--- src/rtl/matrix_uart_parser.sv ---
// matrix_uart_parser
//   Tokenizes an ASCII byte stream (from a UART receiver) into signed decimal
//   matrix elements. Tokens are separated by space/tab/CR; LF ends a line and
//   resets the column index. Malformed tokens raise a one-cycle parse_error
//   and the rest of the token is discarded up to the next separator.
//
// Ports:
//   clk, rst      - clock (rising edge), asynchronous active-high reset
//   rx_data       - received byte, examined only when rx_valid=1
//   rx_valid      - one-cycle strobe qualifying rx_data
//   clear         - synchronous abort: drop partial token, zero column index
//   num_valid     - one-cycle pulse: num_data/num_idx carry an accepted token
//   num_data      - signed element value, held until the next num_valid
//   num_idx       - 0-based column of num_data within the current line
//   line_end      - one-cycle pulse when an LF is consumed
//   parse_error   - one-cycle pulse on a malformed token
//   err_code      - 01 illegal char, 10 too many digits, 11 range/lone '-'
//
// All outputs are registered: they appear the cycle after the triggering byte.
module matrix_uart_parser #(
    parameter int ELEM_W     = 8,
    parameter int MAX_DIGITS = 3,
    parameter int ELEM_MIN   = -128,
    parameter int ELEM_MAX   = 127,
    parameter int IDX_W      = 4
) (
    input  logic              clk,
    input  logic              rst,
    input  logic [7:0]        rx_data,
    input  logic              rx_valid,
    input  logic              clear,
    output logic              num_valid,
    output logic [ELEM_W-1:0] num_data,
    output logic [IDX_W-1:0]  num_idx,
    output logic              line_end,
    output logic              parse_error,
    output logic [1:0]        err_code
);

    localparam int ACC_W = $clog2(10 ** MAX_DIGITS);
    localparam int CNT_W = $clog2(MAX_DIGITS + 1);
    // Two extra bits: one so the magnitude stays positive, one for the sign.
    localparam int VW    = ACC_W + 2;
    localparam logic signed [VW-1:0] MIN_V = VW'(ELEM_MIN);
    localparam logic signed [VW-1:0] MAX_V = VW'(ELEM_MAX);

    typedef enum logic [1:0] {IDLE, SIGN, DIGITS, DISCARD} state_t;

    state_t            state_q, state_d;
    logic [ACC_W-1:0]  acc_q, acc_d;
    logic [CNT_W-1:0]  cnt_q, cnt_d;
    logic              neg_q, neg_d;
    logic [IDX_W-1:0]  col_q, col_d;

    logic              num_valid_q, num_valid_d;
    logic [ELEM_W-1:0] num_data_q, num_data_d;
    logic [IDX_W-1:0]  num_idx_q, num_idx_d;
    logic              line_end_q, line_end_d;
    logic              parse_error_q, parse_error_d;
    logic [1:0]        err_code_q, err_code_d;

    // Byte classification
    logic       is_digit, is_minus, is_sep, is_eol;
    logic [3:0] digit;
    assign is_digit = (rx_data >= 8'h30) && (rx_data <= 8'h39);
    assign is_minus = (rx_data == 8'h2D);
    assign is_sep   = (rx_data == 8'h20) || (rx_data == 8'h09) || (rx_data == 8'h0D);
    assign is_eol   = (rx_data == 8'h0A);
    assign digit    = rx_data[3:0];

    // Signed value of the token currently held in the accumulator
    logic signed [VW-1:0] mag, tok_val;
    logic                 in_range;
    assign mag      = $signed({2'b00, acc_q});
    assign tok_val  = neg_q ? -mag : mag;
    assign in_range = (tok_val >= MIN_V) && (tok_val <= MAX_V);

    always_comb begin
        state_d       = state_q;
        acc_d         = acc_q;
        cnt_d         = cnt_q;
        neg_d         = neg_q;
        col_d         = col_q;
        num_valid_d   = 1'b0;
        num_data_d    = num_data_q;
        num_idx_d     = num_idx_q;
        line_end_d    = 1'b0;
        parse_error_d = 1'b0;
        err_code_d    = err_code_q;

        if (clear) begin
            state_d = IDLE;
            acc_d   = '0;
            cnt_d   = '0;
            neg_d   = 1'b0;
            col_d   = '0;
        end else if (rx_valid) begin
            unique case (state_q)
                IDLE: begin
                    if (is_eol) begin
                        line_end_d = 1'b1;
                        col_d      = '0;
                    end else if (is_digit) begin
                        acc_d   = ACC_W'(digit);
                        cnt_d   = CNT_W'(1);
                        neg_d   = 1'b0;
                        state_d = DIGITS;
                    end else if (is_minus) begin
                        acc_d   = '0;
                        cnt_d   = '0;
                        neg_d   = 1'b1;
                        state_d = SIGN;
                    end else if (!is_sep) begin
                        parse_error_d = 1'b1;
                        err_code_d    = 2'b01;
                        state_d       = DISCARD;
                    end
                end
                SIGN: begin
                    if (is_digit) begin
                        acc_d   = ACC_W'(digit);
                        cnt_d   = CNT_W'(1);
                        state_d = DIGITS;
                    end else if (is_sep || is_eol) begin
                        // Lone '-' is reported as a range violation
                        parse_error_d = 1'b1;
                        err_code_d    = 2'b11;
                        state_d       = IDLE;
                        if (is_eol) begin
                            line_end_d = 1'b1;
                            col_d      = '0;
                        end
                    end else begin
                        parse_error_d = 1'b1;
                        err_code_d    = 2'b01;
                        state_d       = DISCARD;
                    end
                end
                DIGITS: begin
                    if (is_digit) begin
                        if (cnt_q < CNT_W'(MAX_DIGITS)) begin
                            acc_d = acc_q * ACC_W'(10) + ACC_W'(digit);
                            cnt_d = cnt_q + CNT_W'(1);
                        end else begin
                            parse_error_d = 1'b1;
                            err_code_d    = 2'b10;
                            state_d       = DISCARD;
                        end
                    end else if (is_sep || is_eol) begin
                        if (in_range) begin
                            num_valid_d = 1'b1;
                            num_data_d  = tok_val[ELEM_W-1:0];
                            num_idx_d   = col_q;
                            if (col_q != '1)
                                col_d = col_q + IDX_W'(1);
                        end else begin
                            parse_error_d = 1'b1;
                            err_code_d    = 2'b11;
                        end
                        state_d = IDLE;
                        // num_idx above already captured the pre-reset column
                        if (is_eol) begin
                            line_end_d = 1'b1;
                            col_d      = '0;
                        end
                    end else begin
                        parse_error_d = 1'b1;
                        err_code_d    = 2'b01;
                        state_d       = DISCARD;
                    end
                end
                DISCARD: begin
                    if (is_sep) begin
                        state_d = IDLE;
                    end else if (is_eol) begin
                        line_end_d = 1'b1;
                        col_d      = '0;
                        state_d    = IDLE;
                    end
                end
                default: state_d = IDLE;
            endcase
        end
    end

    always_ff @(posedge clk or posedge rst) begin
        if (rst) begin
            state_q       <= IDLE;
            acc_q         <= '0;
            cnt_q         <= '0;
            neg_q         <= 1'b0;
            col_q         <= '0;
            num_valid_q   <= 1'b0;
            num_data_q    <= '0;
            num_idx_q     <= '0;
            line_end_q    <= 1'b0;
            parse_error_q <= 1'b0;
            err_code_q    <= 2'b00;
        end else begin
            state_q       <= state_d;
            acc_q         <= acc_d;
            cnt_q         <= cnt_d;
            neg_q         <= neg_d;
            col_q         <= col_d;
            num_valid_q   <= num_valid_d;
            num_data_q    <= num_data_d;
            num_idx_q     <= num_idx_d;
            line_end_q    <= line_end_d;
            parse_error_q <= parse_error_d;
            err_code_q    <= err_code_d;
        end
    end

    assign num_valid   = num_valid_q;
    assign num_data    = num_data_q;
    assign num_idx     = num_idx_q;
    assign line_end    = line_end_q;
    assign parse_error = parse_error_q;
    assign err_code    = err_code_q;

endmodule

--- config.mk ---
export PLATFORM = sky130hd
export DESIGN_NAME = matrix_uart_parser
export DESIGN_NICKNAME = d
export VERILOG_FILES = /design/src/rtl/matrix_uart_parser.sv
export SDC_FILE = /design/constraint.sdc
export NUM_CORES = 1
export LEC_CHECK = 0
export CAP_MARGIN = 25
export CORE_MARGIN = 1
export CORE_UTILIZATION = 57
export DETAILED_ROUTE_END_ITERATION = 6
export GPL_TIMING_DRIVEN = 0
export PLACE_DENSITY = 0.85
export RECOVER_POWER = 100
export SLEW_MARGIN = 20
export SYNTH_ARGS = -nofsm -noshare
export SYNTH_HDL_FRONTEND = slang
export SYNTH_SLANG_ARGS = --single-unit
--- constraint.sdc ---
create_clock -name clk -period 4 [get_ports clk]
set_clock_uncertainty 0.1 [all_clocks]
set_input_delay 0.8 -clock clk [delete_from_list [all_inputs] [get_ports clk]]
set_output_delay 0.8 -clock clk [all_outputs]
set_load 0.05 [all_outputs]
### Word level (Yosys, flattened, before mapping)

Index checks and enable logic that the tools add are counted.

| storage, ports and cells | value |
|---|---|
| flip-flop bits (word level) | 36 |
| output and inout bits | 17 |
| bits of input ports | 12 |
| word-level logic and storage cells | 159 |

| cells by class | value |
|---|---|
| multipliers | 1 |
| bitwise gates (word level) | 2 |
| magnitude comparators | 5 |
| multiplexer cells | 86 |
| eq/ne operators | 32 |
| add/subtract/negate cells | 4 |
| reductions and logical operators | 18 |

Operators with widths:

| operator | count |
|---|---|
| $mux 10 | 8 |
| $mux 2 | 30 |
| $mux 4 | 11 |
| $ne 3x3->1 const B | 10 |
| $pmux 10 s3 | 1 |
| $mux 1 | 29 |
| $ne 4x4->1 const B | 7 |
| $eq 8x4->1 const B | 3 |
| $eq 8x6->1 const B | 2 |
| $pmux 4 s4 | 1 |
| $ge 12x8->1 const B | 1 |
| $le 12x8->1 const B | 1 |
| $mux 12 | 1 |
| $ne 2x2->1 const B | 6 |
| $neg 10->12 | 1 |
| $pmux 2 s3 | 2 |
| $add 10x4->10 | 1 |
| $mul 10x3->9 const B | 1 |
| $reduce_and 10->1 | 1 |
| $ge 8x6->1 const B | 1 |
| $le 8x6->1 const B | 1 |
| $pmux 2 s4 | 1 |
| $reduce_and 8->1 | 1 |
| $reduce_and 7->1 | 1 |
| 18 further kinds | 26 |

### Depth between registers and ports, before layout

| depth | value |
|---|---|
| depth after elaboration | 11 |
| depth in mapped cells | 10 |
| mapped depth without buffers | 10 |

### Worst setup path before layout

Ideal clock, no wire load.

| timing | value |
|---|---|
| path type | register to register |
| start point | register acc_q[1] |
| end point | register num_data_q[0], in the netlist num_data[0] |
| arrival | 2679 ps |
| library setup time | 125 ps |
| path buffers | 2 |
| slack | 1096 ps |
| data required time | 3775 ps |
| clock period less this slack | 2904 ps |
| stages on the path, launching flop included | 11 |
| path through | dfrtp_1 > inv_1 > ha_1 > or4b_1 > o22a_1 > o21ai_2 > a31oi_4 > or3_1 > buf_6 > buf_12 > mux2_4 |

| on the way | value |
|---|---|
| longest elaborated chain between the ends | 5 |
| elaborated cells on any way between the ends | 6 |
| classes of those cells | add/sub: 1; order compare: 2; mux: 1; reduce/logical: 2 |

RTL lines:

| item | RTL line | RTL |
|---|---|---|
| from (decl) | 50 | `logic [ACC_W-1:0] acc_q, acc_d;` |
| from (signal assigned) | 189 | `acc_q <= '0;` |
| from (signal assigned) | 201 | `acc_q <= acc_d;` |
| $neg 10->12 | 75 | `assign tok_val = neg_q ? -mag : mag;` |
| $mux 12 * | 75 |  |
| $ge 12x8->1 or $le 12x8->1 (tied branches) | 76 | `assign in_range = (tok_val >= MIN_V) && (tok_val <= MAX_V);` |
| $logic_and 1x1->1 * | 76 |  |
| $reduce_and 6->1 (no source line) * | n/a |  |
| to (signal assigned) | 206 | `num_data_q <= num_data_d;` |
| to (decl) | 56 | `logic [ELEM_W-1:0] num_data_q, num_data_d;` |

Mark *: on every way between the ends. The rest lies on a longest branch, timed or not.
A chain may end at the register's enable or synchronous reset.

### Worst setup path after layout

| timing | value |
|---|---|
| start point | input rx_data[3] |
| end point | register state_q[0] |

| on the way | value |
|---|---|
| longest elaborated chain between the ends | 9 |
| elaborated cells on any way between the ends | 26 |
| classes of those cells | order compare: 2; eq/ne: 9; mux: 10; reduce/logical: 5 |

RTL lines:

| item | RTL line | RTL |
|---|---|---|
| from (decl) | 29 | `input logic [7:0] rx_data,` |
| branches (longest 9 deep; another with $ge 8x6->1) | n/a |  |
| to (signal assigned) | 200 | `state_q <= state_d;` |
| to (decl) | 49 | `state_t state_q, state_d;` |

Several ways; the timed one is not identified. The select of a mux whose other input is x is not followed.

==> summary.txt <==
Pwr
  – Pint: 779.3 uW
  – Post-layout power: about 1400 uW
  – Clk pwr share: ~18%
  – Worst vdd ir: roughly 170 uV
  – Switching pwr: 611.6 uW
  – Switching share of power: between 40 and 50%
  – Sequential fraction of design power: about a third
  – Leakage power: around 0.0015 uW
  – Pwr/cell area: 433.1 nW/um^2
  – Combinational share of power: roughly 50%

Clock network
  – Root buf cell: clkbuf_8
  – H-tree depth: 2
  – Clock Tree Buf Depth: 2
  – CTS sink count: 36
  – CTS tree: done
  – Hold Buf Count CTS: 0
  – Total setup buffers inserted after CTS: 0
  – Clk_lat worst skew: about 290 ps
  – # resized after CTS: 0
  – Clock transition at path regs: about 70 ps
  – CTS Buf Count: 5

Cells and area
  – Share of cells above drive strength 1: under 10%
  – Cell area after layout: about 3200 um^2
  – Ant diodes: 0
  – Nets: 372
  – Util after Layout: just under 70%
  – P&R area growth vs syn: 14.39%

Setup path
  – Setup crit start kind: primary input
  – WP depth: 7
  – CP Data Required Time: approximately 4100 ps
  – Delay of the slowest critical-path stage: approximately 700 ps
  – Critical path cell sequence: dlygate4sd3_1 > clkbuf_1 > or4b_2 > a211oi_1 > a22oi_1 > a31oi_1 > mux2_2
  – WP buf/inv: 2
  – Reg2Reg Launch Point: acc_q[1]
  – Arrival time worst endpoint: roughly 3600 ps
  – Crit-path max FO: 9
  – CP Class: primary input to flip-flop
  – Kind of cell adding the most delay to the critical path: compound AO/OA/AOI/OAI gates
  – R2R Setup Slk: between 600 and 700 ps
  – CP max stage cell: or4b_2
  – R2R depth: 10
  – Crit path from: rx_data[3]
  – R2R Path End: num_idx[0]
  – CP endpoint kind: flip-flop

Worst hold path
  – Hold_sp: num_data[7]
  – Worst min path class: flip-flop to flip-flop
  – WHS Endpoint: num_data[7]
  – Hold path cells: 1

STA
  – RSZ-0062 raised after global routing: false
  – Final worst-path cycle share: 88.12%
  – Max-slew violations: 0
  – Worst hold slack: ~380 ps
  – Tmin final: about 3500 ps
  – Setup TNS: 0 ps
  – Worst-Margin Slew: roughly 1300 ps
  – Relative slew margins: between 10% and 20%
  – Final Hold Viols: 0
  – Highest clock rate: between 0.2 and 0.3 GHz
  – Finish-stage setup viols: 0

Global routing
  – Busiest grt layer: met2
  – Vias in the first global route: ~2300
  – Met1 Track Usage GR: 33.24%
  – Gr ovfl total: 0
  – Largest net degree at the start of global routing: 37
  – First-pass GRT wire length: a little over 10 mm
  – Initial antenna violation count: 0
  – Met2 usage: 40.81%
  – Met3 usage: under 10%
  – GRT Util Overall: 24.84%

Routing
  – 1st-pass router iterations: 4
  – Via density: between 5 and 6
  – Antenna viol nets, final: 0
  – Drc violations: 0
  – Detailed Route Iter0 Violations: about 150
  – Drt wl/cell: about 15 um
  – Vias: approximately 2300
  – Final wirelength: about 5.9 mm

Floorplan
  – Initial core utilization: 59.44%
  – CORE AREA: 4723 um^2
  – Io pins: 29
  – Die Ht: about 72 um
  – Cell Rows: 25
  – Die area: between 5000 and 6000 um^2
  – Chip Width: 72.19 um

Placed design
  – Final HPWL DP: roughly 4.4 mm
  – Post-Place Cell Area: between 3000 and 4000 um^2
  – Routability congestion estimate: about 0.9
  – IO Port Bufs: 28

Flow run
  – Max-cap viol count: 0

Yosys
  – Mapped cell area: ~2800 um^2
  – Seq/Total Area, Yosys: ~32%
  – Ys Warns: 0
  – Predominant post-synthesis flop cell: dfrtp_1
  – Post-synth top area share: 32.09%
  – Post-synth EDFFs: 0
  – Asr flop ratio synth: between 90% and 100%
  – Top cells by area, synth: dfrtp_1, ha_1, nand2_1
  – Mean Syn Cell Area: approximately 9.3 um^2
  – Syn nets: ~340
  – Post-synthesis cell count: approximately 300
  – Synth unique cells: between 50 and 60
  – Yosys top cell by area: dfrtp_1
  – #FFs+latches synth: 36

Outcome
  – Run status: complete, no violations
-- worst reg2reg max path, delay by kind of cell (launching register included) --
| family | cells | cell delay, ps |
|---|---|---|
| AO/OA/AOI/OAI | 3 | 530 |
| adder cells (fa/ha/maj) | 1 | 290 |
| buffers and inverters | 3 | 530 |
| flip-flops | 1 | 570 |
| multiplexers | 1 | 310 |
| AND/OR/NAND/NOR | 2 | 900 |
-- metal layers --
layer | vias to the layer above | share of wire (%)
met5 | - | 0
met4 | 0 | 0.96
met3 | 5 | 4.1
met2 | 64 | 47
met1 | 1108 | 48
li1 | 1154 | -
-- synthesized netlist by cell type (all sizes together) (2+ instances only) --
master and number:
nand2 39, dfrtp 36, ha 22, inv 20, nor2 17, mux2 14, xnor2 13, o31ai 12
a21oi 11, nand3 10, o21ai 10, clkbuf 7, nor3 7, o211ai 5, xor2 5, a21o 4
a32oi 4, buf 4, nand2b 4, nand4 4, nor2b 4, a31oi 3, nand3b 3, nor3b 3
or3 3, a211oi 2, a21boi 2, and2 2, and3 2, fa 2, nand4b 2, o21a 2
o21bai 2, o311ai 2, or2 2, or4b 2
-- per-stage QoR --
stage                     std cells  setup WS (ps)
final                           403          475.4
after global routing            403          397.3
after floorplan                 301           1096
after detailed placement        396          360.7
after CTS                       403          655.3
after global placement          396          385.4
-- sequential cells by signal, indices dropped and copies added (netlist names) --
signal and flops:
acc_q 10, cnt_q 2, col_q 4, err_code 2
line_end 1, neg_q 1, num_data 8, num_idx 4
num_valid 1, parse_error 1, state_q 2
-- kinds of logic (layout without fill, tap and decap cells) --
logic type / Yosys count / in the layout / share of synthesized area (%)
AO/OA/AOI/OAI: 68 / 68 / 18.09
XOR/XNOR: 19 / 19 / 6.417
adder cells (fa/ha/maj): 24 / 24 / 11.23
buffers and inverters: 31 / 66 / 5.035
flip-flops: 36 / 36 / 32.09
multiplexers: 15 / 15 / 7.175
AND/OR/NAND/NOR: 108 / 108 / 19.96
-- layout make-up --
cell class / instances / area, um^2
inverters: 20 / 75.07
fillers: 400 / 1511
flip-flops and latches: 36 / 900.9
plain buffers: 11 / 58.81
multi-input cells: 234 / 1735
repair buffers: 28 / 280.3
clock inverters: 1 / 5.005
clock buffers: 6 / 72.57
well taps: 67 / 83.83
-- power groups by stage --
stage / clock, uW / sequential (uW) / combinational, uW
after floorplan: 0 / 483 / 500
after global placement: 0 / 470 / 661
after detailed placement: 0 / 474 / 672
after CTS: 245 / 467 / 679
after global routing: 262 / 477 / 758
final: 245 / 469 / 678
-- worst max-delay path by stage --
stage / end / slack (ps)
floorplan: num_data[0] / 1100
global placement: state_q[0] / 390
detailed placement: state_q[0] / 360
CTS: state_q[0] / 660
global route: num_idx[2] / 400
finish: state_q[0] / 480
-- placed cells by master (no fill, tap or decap), types with 2 or more instances in the layout --
cell type / instances
a21oi_1: 11
nand2b_1: 4
clkbuf_1: 9
xnor2_1: 13
o211ai_1: 5
and3_1: 2
o31ai_1: 12
fa_1: 2
dlygate4sd3_1: 20
ha_1: 22
or3_1: 3
a31oi_1: 2
nor2_1: 17
xor2_1: 5
nand3b_1: 3
inv_1: 20
a32oi_1: 4
o21bai_1: 2
clkdlybuf4s50_1: 8
clkbuf_8: 5
nand2_1: 39
a21boi_0: 2
o311ai_0: 2
a21o_1: 4
dfrtp_1: 36
nand3_1: 9
o21ai_0: 9
or2_2: 2
o21a_1: 2
nand4_1: 4
mux2_2: 5
a211oi_1: 2
mux2_1: 8
nand4b_1: 2
nor2b_1: 4
nor3_1: 7
nor3b_1: 3
Note: power is estimated with default switching activity, not from simulation.
